$ cat src/rtl/cobi_pkg.sv
// Shared widths, chip-address helper and sequencer state types for the COBI host interface.
package cobi_pkg;

  localparam int unsigned ROW_W         = 6;
  localparam int unsigned COL_W         = 6;
  localparam int unsigned BITS_PER_CHIP = 504;

  function automatic int unsigned chip_addr_w(input int unsigned n);
    return (n > 1) ? $clog2(n) : 1;
  endfunction

  typedef enum logic [2:0] {
    PROG_IDLE,
    PROG_SET,
    PROG_WAIT,
    PROG_STROBE,
    PROG_HOLD
  } prog_state_e;

  typedef enum logic [2:0] {
    SCAN_IDLE,
    SCAN_SAMP_HI,
    SCAN_SAMP_LO,
    SCAN_CAPT,
    SCAN_SH_HI,
    SCAN_SH_LO
  } scan_state_e;

endpackage

$ cat src/rtl/programming.sv
// Weight programming sequencer: sweeps {chip,row,col} and strobes the per-chip
// address enable once the 1-cycle BRAM read data has reached the chip pins.
module programming
  import cobi_pkg::*;
#(
  parameter int unsigned NUM_CHIPS_PER_CHAIN = 2,
  localparam int unsigned CHIP_W = chip_addr_w(NUM_CHIPS_PER_CHAIN)
) (
  input  logic                           clk,
  input  logic                           rst_n,
  input  logic                           start_prog,
  output logic                           ready_prog,
  output logic [ROW_W-1:0]               row_addr,
  output logic [COL_W-1:0]               col_addr,
  output logic [CHIP_W-1:0]              chip_in_chain_addr,
  output logic [NUM_CHIPS_PER_CHAIN-1:0] addr_en
);

  localparam int unsigned CNT_W = CHIP_W + ROW_W + COL_W;

  prog_state_e                    state_q, state_d;
  logic                           start_q;
  logic                           armed_q;
  logic                           ready_q, ready_d;
  logic [CHIP_W-1:0]              chip_q, chip_d;
  logic [ROW_W-1:0]               row_q, row_d;
  logic [COL_W-1:0]               col_q, col_d;
  logic [NUM_CHIPS_PER_CHAIN-1:0] en_q, en_d;
  logic                           start_rise;
  logic                           last_cell;

  // armed_q blocks a start level that is already high when reset releases
  assign start_rise = start_prog & ~start_q & armed_q;
  assign last_cell  = (chip_q == CHIP_W'(NUM_CHIPS_PER_CHAIN - 1)) & (&row_q) & (&col_q);

  always_ff @(posedge clk or negedge rst_n) begin
    if (!rst_n) begin
      state_q <= PROG_IDLE;
      start_q <= 1'b0;
      armed_q <= 1'b0;
      ready_q <= 1'b1;
      chip_q  <= '0;
      row_q   <= '0;
      col_q   <= '0;
      en_q    <= '0;
    end else begin
      state_q <= state_d;
      start_q <= start_prog;
      armed_q <= 1'b1;
      ready_q <= ready_d;
      chip_q  <= chip_d;
      row_q   <= row_d;
      col_q   <= col_d;
      en_q    <= en_d;
    end
  end

  always_comb begin
    state_d = state_q;
    ready_d = ready_q;
    chip_d  = chip_q;
    row_d   = row_q;
    col_d   = col_q;
    en_d    = '0;
    case (state_q)
      PROG_IDLE: begin
        if (start_rise) begin
          state_d = PROG_SET;
          ready_d = 1'b0;
        end
      end
      PROG_SET:  state_d = PROG_WAIT;
      PROG_WAIT: begin
        state_d = PROG_STROBE;
        en_d    = NUM_CHIPS_PER_CHAIN'(1) << chip_q;
      end
      PROG_STROBE: state_d = PROG_HOLD;
      PROG_HOLD: begin
        if (last_cell) begin
          state_d = PROG_IDLE;
          ready_d = 1'b1;
          chip_d  = '0;
          row_d   = '0;
          col_d   = '0;
        end else begin
          state_d = PROG_SET;
          {chip_d, row_d, col_d} = CNT_W'({chip_q, row_q, col_q} + 1'b1);
        end
      end
      default: begin
        state_d = PROG_IDLE;
        ready_d = 1'b1;
        chip_d  = '0;
        row_d   = '0;
        col_d   = '0;
      end
    endcase
  end

  assign ready_prog         = ready_q;
  assign row_addr           = row_q;
  assign col_addr           = col_q;
  assign chip_in_chain_addr = chip_q;
  assign addr_en            = en_q;

endmodule

$ cat src/rtl/scan_chain.sv
// Readout sequencer: one spin-capture pulse, then capture/shift of every scan bit
// into the result BRAM at bit_addr.
module scan_chain
  import cobi_pkg::*;
#(
  parameter int unsigned SCAN_CHAIN_DEPTH = 1008,
  localparam int unsigned BIT_W = (SCAN_CHAIN_DEPTH > 1) ? $clog2(SCAN_CHAIN_DEPTH) : 1
) (
  input  logic             clk,
  input  logic             rst_n,
  input  logic             start_scan,
  output logic             ready_scan,
  output logic             sample_clk,
  output logic             scanout_clk,
  output logic             scan_chain_out_valid,
  output logic [BIT_W-1:0] bit_addr
);

  scan_state_e      state_q, state_d;
  logic             start_q;
  logic             armed_q;
  logic             ready_q, ready_d;
  logic             phase_q, phase_d;
  logic             samp_q, samp_d;
  logic             shift_q, shift_d;
  logic             valid_q, valid_d;
  logic [BIT_W-1:0] bit_q, bit_d;
  logic             start_rise;

  assign start_rise = start_scan & ~start_q & armed_q;

  always_ff @(posedge clk or negedge rst_n) begin
    if (!rst_n) begin
      state_q <= SCAN_IDLE;
      start_q <= 1'b0;
      armed_q <= 1'b0;
      ready_q <= 1'b1;
      phase_q <= 1'b0;
      samp_q  <= 1'b0;
      shift_q <= 1'b0;
      valid_q <= 1'b0;
      bit_q   <= '0;
    end else begin
      state_q <= state_d;
      start_q <= start_scan;
      armed_q <= 1'b1;
      ready_q <= ready_d;
      phase_q <= phase_d;
      samp_q  <= samp_d;
      shift_q <= shift_d;
      valid_q <= valid_d;
      bit_q   <= bit_d;
    end
  end

  // phase_q stretches the sample clock high and low phases to two cycles each
  always_comb begin
    state_d = state_q;
    ready_d = ready_q;
    phase_d = 1'b0;
    samp_d  = 1'b0;
    shift_d = 1'b0;
    valid_d = 1'b0;
    bit_d   = bit_q;
    case (state_q)
      SCAN_IDLE: begin
        if (start_rise) begin
          state_d = SCAN_SAMP_HI;
          ready_d = 1'b0;
          samp_d  = 1'b1;
        end
      end
      SCAN_SAMP_HI: begin
        if (!phase_q) begin
          phase_d = 1'b1;
          samp_d  = 1'b1;
        end else begin
          state_d = SCAN_SAMP_LO;
        end
      end
      SCAN_SAMP_LO: begin
        if (!phase_q) begin
          phase_d = 1'b1;
        end else begin
          state_d = SCAN_CAPT;
          valid_d = 1'b1;
        end
      end
      SCAN_CAPT: begin
        if (bit_q == BIT_W'(SCAN_CHAIN_DEPTH - 1)) begin
          state_d = SCAN_IDLE;
          ready_d = 1'b1;
          bit_d   = '0;
        end else begin
          state_d = SCAN_SH_HI;
          shift_d = 1'b1;
          bit_d   = BIT_W'(bit_q + 1'b1);
        end
      end
      SCAN_SH_HI: state_d = SCAN_SH_LO;
      SCAN_SH_LO: begin
        state_d = SCAN_CAPT;
        valid_d = 1'b1;
      end
      default: begin
        state_d = SCAN_IDLE;
        ready_d = 1'b1;
        bit_d   = '0;
      end
    endcase
  end

  assign ready_scan           = ready_q;
  assign sample_clk           = samp_q;
  assign scanout_clk          = shift_q;
  assign scan_chain_out_valid = valid_q;
  assign bit_addr             = bit_q;

endmodule

$ cat src/rtl/cobi_interface.sv
// Host-side COBI chain sequencer: independent weight-programming and scan-readout engines.
module cobi_interface
  import cobi_pkg::*;
#(
  parameter int unsigned NUM_CHIPS_PER_CHAIN = 2,
  parameter int unsigned SCAN_CHAIN_DEPTH    = BITS_PER_CHIP * NUM_CHIPS_PER_CHAIN,
  localparam int unsigned CHIP_W = chip_addr_w(NUM_CHIPS_PER_CHAIN),
  localparam int unsigned BIT_W  = (SCAN_CHAIN_DEPTH > 1) ? $clog2(SCAN_CHAIN_DEPTH) : 1
) (
  input  logic                           clk,
  input  logic                           rst_n,
  input  logic                           start_prog,
  output logic                           ready_prog,
  output logic [ROW_W-1:0]               row_addr,
  output logic [COL_W-1:0]               col_addr,
  output logic [CHIP_W-1:0]              chip_in_chain_addr,
  output logic [NUM_CHIPS_PER_CHAIN-1:0] addr_en,
  input  logic                           start_scan,
  output logic                           ready_scan,
  output logic                           sample_clk,
  output logic                           scanout_clk,
  output logic                           scan_chain_out_valid,
  output logic [BIT_W-1:0]               bit_addr
);

  programming #(
    .NUM_CHIPS_PER_CHAIN(NUM_CHIPS_PER_CHAIN)
  ) u_programming (
    .clk               (clk),
    .rst_n             (rst_n),
    .start_prog        (start_prog),
    .ready_prog        (ready_prog),
    .row_addr          (row_addr),
    .col_addr          (col_addr),
    .chip_in_chain_addr(chip_in_chain_addr),
    .addr_en           (addr_en)
  );

  scan_chain #(
    .SCAN_CHAIN_DEPTH(SCAN_CHAIN_DEPTH)
  ) u_scan_chain (
    .clk                 (clk),
    .rst_n               (rst_n),
    .start_scan          (start_scan),
    .ready_scan          (ready_scan),
    .sample_clk          (sample_clk),
    .scanout_clk         (scanout_clk),
    .scan_chain_out_valid(scan_chain_out_valid),
    .bit_addr            (bit_addr)
  );

endmodule

$ cat config.mk
export PLATFORM = sky130hd
export DESIGN_NAME = cobi_interface
export DESIGN_NICKNAME = d
export VERILOG_FILES = /design/src/rtl/cobi_pkg.sv /design/src/rtl/programming.sv /design/src/rtl/scan_chain.sv /design/src/rtl/cobi_interface.sv
export SDC_FILE = /design/constraint.sdc
export NUM_CORES = 1
export LEC_CHECK = 0
export CORE_MARGIN = 3
export CORE_UTILIZATION = 50
export CTS_CLUSTER_SIZE = 8
export DETAILED_ROUTE_END_ITERATION = 10
export PLACE_DENSITY = 0.76
export SYNTH_ARGS = -nofsm -noshare
export SYNTH_HDL_FRONTEND = slang
export SYNTH_SLANG_ARGS = --single-unit
$ cat constraint.sdc
create_clock -name clk -period 2.2 [get_ports clk]
set_clock_uncertainty 0.1 [all_clocks]
set_input_delay 0.22 -clock clk [delete_from_list [all_inputs] [get_ports clk]]
set_output_delay 0.22 -clock clk [all_outputs]
set_load 0.01 [all_outputs]
==> results.yml <==
setup_path:
  slowest_delay_ns: 0.44
  crit_start: "u_programming.col_addr[0]"
  crit_type: "reg -> reg"
  ff2ff_path_depth: 5
  cp.required_ns: 2.30
  cpMaxStageDelayCell: "dfrtp_1"
  cp-start-kind: "flip-flop"
  cp.arrival_ns: 1.96
  end_kind: "flip-flop"
  reg2reg_from: "u_programming.col_addr[0]"
  worst-path-max-fanout: 7
  crit_chain: "ha_1 -> and4_1 -> nand4_1 -> nand2_1 -> o311ai_1"
global_route:
  overflow: 0
  antenna_found_initial: 0
  grtUsageTotal_pct: 21.1
  grt_max_degree: 41
  grt_first_pass_wirelength_um: 7150
  grt_pass1_vias: 1461
hold_path:
  min_path_type: "in -> reg"
  hp-start: "start_prog"
  hold_depth: 1
sta:
  period_needed_ns: 1.87
  fmax_mhz: 535
  final-hold-violation-count: 0
  rsz0062_at_grt: "false"
  fin_setup_tns_ns: 0
  setup_violations: 0
  maxSlewHeadroom_pct: 44.0
  setup_ws_ns: 0.332
  hold_slack_ns: 0.311
  maxSlewViolCount: 0
  tightestPinTransition_ns: 0.841
  period_share_pct: 84.9
die:
  core-area_sq_um: 3520
  num_rows: 21
  ioPinCount: 34
  dieArea_sq_um: 4650
  start_util_pct: 54.9
  die_w_um: 68.2
  die_h_um: 68.2
synthesis:
  ys_seq_area_share_pct: 51.9
  synth.area.top_cells: "dfrtp_1 49%, nor2_1 4.3%, xnor2_1 3.6%"
  ys_warn_count: 0
  synth_edf_count: 0
  synth_area_leader_cell: "dfrtp_1"
  yosys_most_used_dff: "dfrtp_1"
  postSynthAreaPerCell_sq_um: 9.77
  async_reset_ff_share_pct: 100
  synthCells: 198
  synth_area_sq_um: 1930
  ys_seq_elements: 40
  synth_commonest_cells: "38 x dfrtp_1, 22 x nor2_1, 16 x nand2_1"
  syn-num-nets: 204
  yosysTopAreaCellShare_pct: 49.2
  yosysMostFrequentCell: "dfrtp_1"
  synth.distinct_cells: 46
routing:
  dr.first_iter.drc_count: 89
  drc_errors: 0
  viasPerCell: 5.48
  antenna_left: 0
  routed_wirelength_um: 4150
  vias: 1546
  wl_per_cell_um: 14.7
  drt-pass1-iter-count: 4
final_layout:
  nets: 241
  antenna_cells: 0
  fin_cells: 282
  drive_gt1_share_pct: 8.90
  areaGrowthSynthToFinish_pct: 25.5
cts:
  clkTransAtPathRegs_ns: 0.08
  cts_tree: "yes"
  clockRootBuffer: "clkbuf_8"
  htree_levels: 2
  clock_latency_ns: 0.29
  cts_made_buffers: 5
  clockBufferDepth: 2
  numClockSinks: 40
job:
  drv_cap: 0
placement:
  dp_cells: 273
  dp_hpwl_um: 2990
  dp_slack_ns: 0.336
  gp_congestion: 0.902
  io_buffers: 33
power_and_ir_drop:
  powerDensity_nw_per_um2: 556
  ir_drop_uv: 367
  p_leak_nw: 1.00
outcome:
  status: "finished clean"
[final timing paths]
kind                                        endpoint  slack, ns
max in group asynchronous  u_programming.col_addr[0]       1.00
min in group asynchronous   u_scan_chain.bit_addr[7]       0.47
min reg2reg                  u_scan_chain.ready_scan       0.40
min                            u_programming.start_q       0.31
max reg2reg                u_programming.row_addr[1]       0.33
max                        u_programming.row_addr[1]       0.33
[layer usage]
metal  vias up  part of all wire (%)  track usage [%]
met5         -                     0                0
met4         0                   1.2             5.96
met3         6                   5.0             5.91
met1       734                    49             30.5
met2        32                    44             30.8
li1        774                     -                -
[area by class of cell]
class	instances	area (sq um)
Clock inverter	2	35.0
Multi-Input combinational cell	142	868
Fill cell	302	1090
Timing Repair Buffer	37	358
Sequential cell	40	1000
Inverter	9	33.8
Tap cell	46	57.6
Clock buffer	6	72.6
[where the power goes]
group | internal, mW | switching [mW]
registers | 0.738 | 0.000940
logic | 0.00587 | 0.0154
clock network | 0.337 | 0.253
[logic make-up after synthesis]
family          share of synthesized area [%]
compound gates                           12.5
xor+xnor                                 4.98
fa+ha+maj                                1.29
buf+inv                                  3.23
flops                                    51.9
mux                                      2.20
other cells                             0.194
simple gates                             23.7
[state kept, by name, summed over array words and instances, names as in the netlist]
signal and flops:
u_scan_chain.ready_scan 1, u_scan_chain.phase_q 1, u_programming.col_addr 6, u_programming.chip_in_chain_addr 1, u_scan_chain.armed_q 1, u_programming.addr_en 2, u_scan_chain.state_q 3, u_programming.state_q 3
u_scan_chain.start_q 1, u_scan_chain.scanout_clk 1, u_scan_chain.scan_chain_out_valid 1, u_programming.start_q 1, u_programming.row_addr 6, u_scan_chain.sample_clk 1, u_scan_chain.bit_addr 10, u_programming.ready_prog 1
[repair_timing]
item | in CTS | in global routing
hold buffers | 1 | 0
endpoints found under the hold margin | 38 | 0
setup buffers | 0 | 0
gates resized for setup | 0 | 0
[worst max-delay path: cells and delay by family, from the launching register on]
family          cells  cell delay, ns
fa+ha+maj           1            0.27
flops               1            0.44
compound gates      1            0.30
simple gates        3            0.66
[cell usage in the layout, fill, tap and decap left out, types with 4 or more instances in the layout]
master and instances:
dfrtp_1 38, clkdlybuf4s50_1 32, nor2_1 22, nand2_1 16, nor3_1 11, o21ai_0 10
nand3_1 8, xnor2_1 8, inv_1 7, nand4_1 7, nand2b_1 5, a31oi_1 5
clkbuf_8 5, o2bb2ai_1 4
[stage by stage]
| step | instance area, sq um | power (mW) | util (%) |
|---|---|---|---|
| after global placement | 2310 | 0.774 | 65.6 |
| after CTS | 2430 | 1.36 | 69.0 |
| final | 2430 | 1.35 | 69.0 |
| after global routing | 2430 | 1.40 | 69.0 |
| after floorplan | 1930 | 0.755 | - |
| after detailed placement | 2310 | 0.774 | 65.6 |
Note: power is estimated with default switching activity, not from simulation.
==> RTL change (config.mk and constraints unchanged) <==
Make the reset (`rst_n`) synchronous in 2 clocked blocks.
--- a/src/rtl/programming.sv
+++ b/src/rtl/programming.sv
@@ -33,7 +33,7 @@
   assign start_rise = start_prog & ~start_q & armed_q;
   assign last_cell  = (chip_q == CHIP_W'(NUM_CHIPS_PER_CHAIN - 1)) & (&row_q) & (&col_q);
 
-  always_ff @(posedge clk or negedge rst_n) begin
+  always_ff @(posedge clk) begin
     if (!rst_n) begin
       state_q <= PROG_IDLE;
       start_q <= 1'b0;
--- a/src/rtl/scan_chain.sv
+++ b/src/rtl/scan_chain.sv
@@ -29,7 +29,7 @@
 
   assign start_rise = start_scan & ~start_q & armed_q;
 
-  always_ff @(posedge clk or negedge rst_n) begin
+  always_ff @(posedge clk) begin
     if (!rst_n) begin
       state_q <= SCAN_IDLE;
       start_q <= 1'b0;
Formal check against the unedited RTL: differs if rst_n is asserted again (counterexample within 4 cycles, from zero or initial values and one cycle with rst_n low); with rst_n held inactive, the same outputs for 10 cycles.
==> RTL change against the original RTL <==
Critical path depth grew 1; sequential cell count is the same; synthesized area shrank 3.7%; count of clock-buffer cells in the layout grew 2; wire length grew 1.2%; highest routed layer unchanged; cell area shrank 4.1%; setup slack lost 0.089 ns.
Power is not compared: it rests on default switching activity, and its combinational part moved more than twofold at a synthesized area within 25%.
==> RTL change: results <==
[worst_hold_path]
hold_path_end = "u_scan_chain.phase_q"
worst_hold_startpoint = "u_scan_chain.phase_q"
min_path_type = "register to register"

[final_layout]
nets = 242
synthToLayoutAreaGrowth_pct = 25.05
nFillCells = 309
drive_gt1_share_pct = 8.439
stdcell_count = 283

[logic_synthesis]
synth.area.top_cells = "dfxtp_1 (43%), xnor2_1 (2.8%), nor3_1 (2.7%)"
synthTopCellsByCount = "dfxtp_1 (40), nor2_1 (13), nand2_1 (12)"
avgSynthCellArea_um2 = 9.362
yosysSeqAreaShare_pct = 42.98
ys_async_sr_fraction_pct = 0
synth_nets = 205
synth_cell_types = 52

[timing]
slew_headroom_pct = 59.13
whs_ns = 0.4085
finalWorstSetupSlack_ns = 0.2430

[critical_path]
max_stage_delay_ns = 0.43
rr_endpoint = "u_programming.col_addr[4]"
crit_start = "u_programming.col_addr[1]"
reg2reg_setup_slack_ns = 0.24
crit_fanout = 13
cp_slowest_cell = "dfxtp_1"
r2r_cells = 6
arrival_ns = 2.05

[detailed_routing]
m1WireLength_um = 1974
wire_per_inst_um = 14.82
wl_met3_um = 195
drtIter0Drc = 90
dr_wl_met2_um = 1964
vias = 1652

[global_routing]
grt_max_degree = 16
gr-usage-all-layers_pct = 21.22
met3_usage_pct = 4.384
grt_pass1_wl_um = 7258
grt_use_met2_pct = 32.02
met1_usage_pct = 28.54
grt_pass1_vias = 1576

[placement]
dp_slack_ns = 0.2061
gp_congestion = 0.8471
placed_area_mm2 = 0.002240
hpwlAfterDp_um = 3027

[outcome]
run_status = "complete, no violations"
-- RTL change: cell count changes after synthesis, moves of 4 or more --
| cell | before | now |
|---|---|---|
| nor4_1 | 0 | 6 |
| nand2_1 | 16 | 12 |
| nor2_1 | 22 | 13 |
| o2bb2ai_1 | 4 | 0 |
| dfrtp_1 | 38 | 0 |
| a31oi_1 | 5 | 0 |
| dfxtp_1 | 0 | 40 |
-- RTL change: layout make-up --
cell class | count | area share (%)
clock buffer | 8 | 3.867
inverter | 7 | 1.128
multi-input combinational | 144 | 42.37
sequential | 40 | 34.37
tap | 46 | 2.470
timing repair buffer | 38 | 15.79
-- RTL change: cells by family (layout without fill, tap and decap cells) --
family | Yosys count | in the layout | synth area share [%]
XOR/XNOR | 11 | 11 | 5.171
buffers and inverters | 15 | 53 | 4.029
flip-flops | 40 | 40 | 42.98
AO/OA/AOI/OAI | 43 | 43 | 18.07
adder cells (fa/ha/maj) | 2 | 2 | 1.343
AND/OR/NAND/NOR | 87 | 87 | 27.80
multiplexers | 1 | 1 | 0.6044
